$ cat src/rtl/matrix_add_seq.sv
// matrix_add_seq: sequenced element-wise matrix add / subtract / accumulate.
// One matrix row per clock through W shared lane adders; the result is held in
// the CO register bank. Operands and opcode are captured when a command starts,
// so AI/BI may change freely while the command runs.
//
//   state  | meaning
//   -------+-------------------------------------------------------------
//   IDLE   | waiting for start; clr zeroes the result bank
//   RUN    | writing row r_q+1 of CO each cycle; last row raises done
//
// A start seen on the last RUN cycle chains straight into a new command. This
// gives one matrix per H cycles. busy drops for that one cycle so that busy and
// done never overlap.

module matrix_add_seq #(
  parameter int bitlength = 8,
  parameter int H         = 3,
  parameter int W         = 4
) (
  input  logic                      clk,
  input  logic                      rst_n,
  input  logic                      start,
  input  logic [1:0]                op,
  input  logic                      clr,
  input  logic [H*W*bitlength-1:0]  AI,
  input  logic [H*W*bitlength-1:0]  BI,
  output logic [H*W*bitlength-1:0]  CO,
  output logic                      busy,
  output logic                      done
);

  localparam int N   = H * W * bitlength;
  localparam int RWB = W * bitlength;
  localparam int RW  = (H > 1) ? $clog2(H) : 1;
  localparam logic [RW-1:0] LAST_ROW = RW'(H - 1);

  localparam logic [1:0] OP_ADD = 2'b00;
  localparam logic [1:0] OP_SUB = 2'b01;
  localparam logic [1:0] OP_ACC = 2'b10;

  typedef enum logic {S_IDLE, S_RUN} state_t;

  state_t          state_q, state_d;
  logic [RW-1:0]   r_q, r_d;
  logic [1:0]      op_q, op_d;
  logic [N-1:0]    a_q, a_d;
  logic [N-1:0]    b_q, b_d;
  logic [N-1:0]    co_q, co_d;
  logic            busy_q, busy_d;
  logic            done_q, done_d;

  logic [RWB-1:0]  a_row, b_row, c_row, new_row;

  // Select the operand and old-result row addressed by the row counter.
  always_comb begin
    a_row = '0;
    b_row = '0;
    c_row = '0;
    for (int i = 0; i < H; i++) begin
      if (r_q == RW'(i)) begin
        a_row = a_q[i*RWB +: RWB];
        b_row = b_q[i*RWB +: RWB];
        c_row = co_q[i*RWB +: RWB];
      end
    end
  end

  // W shared lane adders; results wrap modulo 2^bitlength. Opcode 11 acts as add.
  always_comb begin
    new_row = '0;
    for (int j = 0; j < W; j++) begin
      case (op_q)
        OP_SUB:  new_row[j*bitlength +: bitlength] =
                   a_row[j*bitlength +: bitlength] - b_row[j*bitlength +: bitlength];
        OP_ACC:  new_row[j*bitlength +: bitlength] =
                   c_row[j*bitlength +: bitlength] + a_row[j*bitlength +: bitlength];
        default: new_row[j*bitlength +: bitlength] =
                   a_row[j*bitlength +: bitlength] + b_row[j*bitlength +: bitlength];
      endcase
    end
  end

  // Next-state logic: command acceptance, row write-back and completion.
  always_comb begin
    state_d = state_q;
    r_d     = r_q;
    op_d    = op_q;
    a_d     = a_q;
    b_d     = b_q;
    co_d    = co_q;
    busy_d  = busy_q;
    done_d  = 1'b0;

    case (state_q)
      S_IDLE: begin
        busy_d = 1'b0;
        if (start) begin
          a_d     = AI;
          b_d     = BI;
          op_d    = op;
          r_d     = '0;
          busy_d  = 1'b1;
          state_d = S_RUN;
        end else if (clr) begin
          co_d = '0;
        end
      end

      S_RUN: begin
        for (int i = 0; i < H; i++) begin
          if (r_q == RW'(i)) begin
            co_d[i*RWB +: RWB] = new_row;
          end
        end
        if (r_q == LAST_ROW) begin
          done_d = 1'b1;
          busy_d = 1'b0;
          r_d    = '0;
          if (start) begin
            a_d     = AI;
            b_d     = BI;
            op_d    = op;
            state_d = S_RUN;
          end else begin
            state_d = S_IDLE;
          end
        end else begin
          r_d    = r_q + 1'b1;
          busy_d = 1'b1;
        end
      end

      default: begin
        state_d = S_IDLE;
        r_d     = '0;
        busy_d  = 1'b0;
      end
    endcase
  end

  // State and datapath registers; reset abandons any command in flight.
  always_ff @(posedge clk or negedge rst_n) begin
    if (!rst_n) begin
      state_q <= S_IDLE;
      r_q     <= '0;
      op_q    <= OP_ADD;
      a_q     <= '0;
      b_q     <= '0;
      co_q    <= '0;
      busy_q  <= 1'b0;
      done_q  <= 1'b0;
    end else begin
      state_q <= state_d;
      r_q     <= r_d;
      op_q    <= op_d;
      a_q     <= a_d;
      b_q     <= b_d;
      co_q    <= co_d;
      busy_q  <= busy_d;
      done_q  <= done_d;
    end
  end

  assign CO   = co_q;
  assign busy = busy_q;
  assign done = done_q;

endmodule

$ cat config.mk
export PLATFORM = sky130hd
export DESIGN_NAME = matrix_add_seq
export DESIGN_NICKNAME = d
export VERILOG_FILES = /design/src/rtl/matrix_add_seq.sv
export SDC_FILE = /design/constraint.sdc
export NUM_CORES = 1
export LEC_CHECK = 0
export CORE_MARGIN = 2
export CORE_UTILIZATION = 45
export CTS_BUF_LIST = sky130_fd_sc_hd__clkbuf_4 sky130_fd_sc_hd__clkbuf_8
export DETAILED_ROUTE_END_ITERATION = 16
export GPL_ROUTABILITY_DRIVEN = 0
export PLACE_DENSITY = 0.78
export SLEW_MARGIN = 20
export SYNTH_ARGS = -nofsm -noshare
export SYNTH_HDL_FRONTEND = slang
export SYNTH_SLANG_ARGS = --single-unit
$ cat constraint.sdc
create_clock -name clk -period 4.88 [get_ports clk]
set_input_delay 0.976 -clock clk [delete_from_list [all_inputs] [get_ports clk]]
set_output_delay 0.976 -clock clk [all_outputs]
set_load 0.03 [all_outputs]
==> impl_metrics.sql <==
INSERT INTO impl_metrics (metric_group, metric, value, unit) VALUES
('synth', 'post_synth_mux_area_share', '23.08', '%'),
('timing', 'finalClockSkew', '0.02921', 'ns'),
('route', 'routed_via_density', '5.560', ''),
('clock_network', 'cts.sinks', '295', ''),
('critical_path', 'setup_slack_reg_to_reg', '0.16', 'ns'),
('critical_path', 'critPathMaxFanout', '6', ''),
('critical_path', 'crit_start', 'r_q[1]$_DFFE_PN0P_', ''),
('synth', 'post_synth_num_cell_types', '57', ''),
('global_routing', 'grt-ovfl-total', '0', ''),
('clock_network', 'clkLatencyLatePin', '0.60', 'ns'),
('global_routing', 'grt_start_max_net_pins', '125', ''),
('clock_network', 'cts.htree.levels', '2', ''),
('synth', 'syn_area', '15130', 'µm²'),
('flow_run', 'drv_cap', '0', ''),
('cells_and_area', 'finalNetCount', '1847', ''),
('clock_network', 'setup_bufs_post_cts', '0', ''),
('cells_and_area', 'drive_gt1_share', '22.17', '%'),
('clock_network', 'cts_resized', '0', ''),
('placement', 'place.detailed.hpwl', '33.09', 'mm'),
('synth', 'yosys.area.top_type_share', '48.80', '%'),
('timing', 'max-slew-margin-rel', '31.08', '%'),
('timing', 'worst_slew_pin_slew', '1.033', 'ns'),
('floorplanning', 'design.die.area', '35100', 'µm²'),
('synth', 'synth_top_cell_by_area', 'sky130_fd_sc_hd__dfrtp_1', ''),
('clock_network', 'clockBufferDepth', '3', ''),
('global_routing', 'grt_util_all_layers', '25.46', '%'),
('route', 'met3_routed_wl', '3.877', 'mm'),
('synth', 'yosys.area_share.xor_xnor', '1.563', '%'),
('floorplanning', 'floorplan.rows', '67', ''),
('timing', 'timing.final.crit_share', '96.72', '%'),
('worst_hold_path', 'hold_path.class', 'input port to asynchronous set/reset pin', ''),
('floorplanning', 'io_pins', '296', ''),
('timing', 'grt_setup_unrepaired', 'false', ''),
('synth', 'area_fraction_in_compound_gates_after_synthesis', '12.12', '%'),
('synth', 'syn_area_per_cell', '11.48', 'µm²'),
('critical_path', 'criticalPathCategory', 'flop to flop', ''),
('global_routing', 'grt_antenna_before_repair', '2', ''),
('route', 'drt-pass1-iter-count', '8', ''),
('synth', 'synth-seq-area-share', '48.80', '%'),
('floorplanning', 'initial_util', '45.46', '%'),
('route', 'detailroute.via_count', '11653', ''),
('placement', 'placement.io_buffers', '295', ''),
('clock_network', 'ctsHoldBuffers', '0', ''),
('critical_path', 'timing.critical_path.to', 'CO[63]$_DFFE_PN0P_', ''),
('route', 'met2_wirelength', '21.35', 'mm'),
('global_routing', 'first_global_vias', '12047', ''),
('status', 'status', 'finished, final reports clean', ''),
('synth', 'synth.area.top_cells', 'sky130_fd_sc_hd__dfrtp_1 49%, sky130_fd_sc_hd__mux2_2 17%, sky130_fd_sc_hd__mux2i_1 6.5%, sky130_fd_sc_hd__o21ai_0 3.9%, sky130_fd_sc_hd__nand2_1 3.3%', ''),
('critical_path', 'critPathRequiredTime', '5.36', 'ns'),
('critical_path', 'setup.worst_path.end_class', 'flop', ''),
('critical_path', 'ff2ff_path_depth', '18', ''),
('timing', 'finalHoldViolations', '0', ''),
('synth', 'syn-instance-count', '1318', ''),
('critical_path', 'worstPathArrival', '5.20', 'ns'),
('critical_path', 'critPathLaunchType', 'flop', ''),
('clock_network', 'clockRootBuffer', 'sky130_fd_sc_hd__clkbuf_8', ''),
('cells_and_area', 'layout.cells.most_common', 'sky130_fd_sc_hd__clkdlybuf4s50_1', ''),
('cells_and_area', 'final_cell_mix', '294 x sky130_fd_sc_hd__clkdlybuf4s50_1, 293 x sky130_fd_sc_hd__dfrtp_1, 223 x sky130_fd_sc_hd__mux2_2, 132 x sky130_fd_sc_hd__nand2_1, 117 x sky130_fd_sc_hd__o21ai_0', ''),
('clock_network', 'cts_tree', 'built', ''),
('synth', 'synth-simple-area-share', '7.270', '%'),
('synth', 'synth-main-ff-cell', 'sky130_fd_sc_hd__dfrtp_1', ''),
('timing', 'clock.fmax', '211.9', 'MHz'),
('synth', 'async_reset_ff_share', '100.0', '%'),
('timing', 'final_setup_viols', '0', ''),
('timing', 'finalMaxSlewViolations', '0', ''),
('route', 'detail_route.wirelength', '44.86', 'mm'),
('timing', 'finalSetupTns', '0', 'ns'),
('cells_and_area', 'area_delta_synth_final', '29.53', '%'),
('critical_path', 'crit-reg2reg-capture', 'CO[63]$_DFFE_PN0P_', ''),
('clock_network', 'cts_inserted_buffers', '51', ''),
('synth', 'synth_seq_cells', '295', '');
critical path, cell delays in order (launching register included):
cell                       delay, ns
sky130_fd_sc_hd__dfrtp_4        0.54
sky130_fd_sc_hd__mux2i_1        0.18
sky130_fd_sc_hd__nor2_1         0.06
sky130_fd_sc_hd__a21oi_1        0.27
sky130_fd_sc_hd__ha_1           0.30
sky130_fd_sc_hd__nand2_1        0.07
sky130_fd_sc_hd__nor2_1         0.15
sky130_fd_sc_hd__mux2_2         0.34
sky130_fd_sc_hd__a222oi_1       0.22
sky130_fd_sc_hd__inv_1          0.08
sky130_fd_sc_hd__ha_1           0.37
sky130_fd_sc_hd__and3_1         0.18
sky130_fd_sc_hd__a2111o_1       0.43
sky130_fd_sc_hd__a21o_1         0.23
sky130_fd_sc_hd__a21o_1         0.25
sky130_fd_sc_hd__or4_1          0.53
sky130_fd_sc_hd__nand4_1        0.13
sky130_fd_sc_hd__nor3_2         0.07
sky130_fd_sc_hd__a22o_1         0.18
logic make-up after synthesis:
family | count (synthesis)
multiplexers | 321
flip-flops | 295
AO/OA/AOI/OAI | 269
AND/OR/NAND/NOR | 244
buffers and inverters | 121
adder cells (fa/ha/maj) | 41
XOR/XNOR | 27
sequential cells by signal, indices dropped and copies added, names as in the netlist:
name	flops
CO	96
a_q	96
b_q	96
op_q	2
r_q	2
busy	1
done	1
state_q	1
routing by layer:
| layer | up-vias | track usage, % |
|---|---|---|
| met2 | 449 | 41.78 |
| met4 | 0 | 9.676 |
| met1 | 5778 | 31.79 |
| li1 | 5332 | - |
| met5 | - | 0 |
| met3 | 94 | 7.561 |
synth_stat cells, types with 5 or more instances:
cell / n
sky130_fd_sc_hd__dfrtp_1: 295
sky130_fd_sc_hd__mux2_2: 223
sky130_fd_sc_hd__nand2_1: 132
sky130_fd_sc_hd__o21ai_0: 117
sky130_fd_sc_hd__mux2i_1: 98
sky130_fd_sc_hd__clkbuf_1: 47
sky130_fd_sc_hd__ha_1: 37
sky130_fd_sc_hd__inv_1: 36
sky130_fd_sc_hd__nor2_1: 31
sky130_fd_sc_hd__a22o_1: 30
sky130_fd_sc_hd__a21o_1: 27
sky130_fd_sc_hd__buf_2: 27
sky130_fd_sc_hd__a21oi_1: 25
sky130_fd_sc_hd__nor3_1: 23
sky130_fd_sc_hd__a222oi_1: 19
sky130_fd_sc_hd__xnor2_1: 18
sky130_fd_sc_hd__and2_1: 14
sky130_fd_sc_hd__o2bb2ai_1: 13
sky130_fd_sc_hd__xor2_1: 9
sky130_fd_sc_hd__nand2b_1: 7
sky130_fd_sc_hd__nand3_1: 7
sky130_fd_sc_hd__nor2b_1: 7
sky130_fd_sc_hd__buf_6: 6
sky130_fd_sc_hd__nand3b_1: 6
sky130_fd_sc_hd__a22oi_1: 5
sky130_fd_sc_hd__or3_1: 5
worst min path at each step:
| stage | startpoint | to | slack (ns) | depth (start not counted) |
|---|---|---|---|---|
| finish | rst_n | b_q[1]$_DFFE_PN0P_ | 0.44 | 1 |
| global route | rst_n | b_q[4]$_DFFE_PN0P_ | 0.51 | 1 |
| CTS | rst_n | b_q[1]$_DFFE_PN0P_ | 0.49 | 1 |
| detailed placement | a_q[26]$_DFFE_PN0P_ | a_q[26]$_DFFE_PN0P_ | 0.49 | 1 |
| global placement | b_q[23]$_DFFE_PN0P_ | b_q[23]$_DFFE_PN0P_ | 0.49 | 1 |
| floorplan | state_q$_DFF_PN0_ | busy$_DFF_PN0_ | 0.47 | 2 |
cell type report:
cell class	count	area (µm²)	area share, %
timing repair buffer	322	3198	16.32
inverter	36	135.1	0.6896
antenna	2	5.005	0.02554
tap	448	560.5	2.861
clock buffer	83	1030	5.255
clock inverter	8	48.80	0.2490
sequential	295	7390	37.71
multi-input combinational	902	7228	36.89
through the flow:
step,instance area (µm²),worst slack [ns],hold slack [ns],util (%),instances
final,19600,0.1602,0.4356,58.88,2096
after global routing,19590,0.02211,0.5145,58.87,2095
after CTS,19590,0.2757,0.4891,58.85,2094
after detailed placement,18510,0.3031,0.4947,55.61,2003
after global placement,18510,0.5071,0.4888,55.61,2003
after floorplan,15130,0.3351,0.4693,-,1318
Power is not shown: default switching activity piles up to over one toggle a cycle in this logic, so the estimate is an artifact.
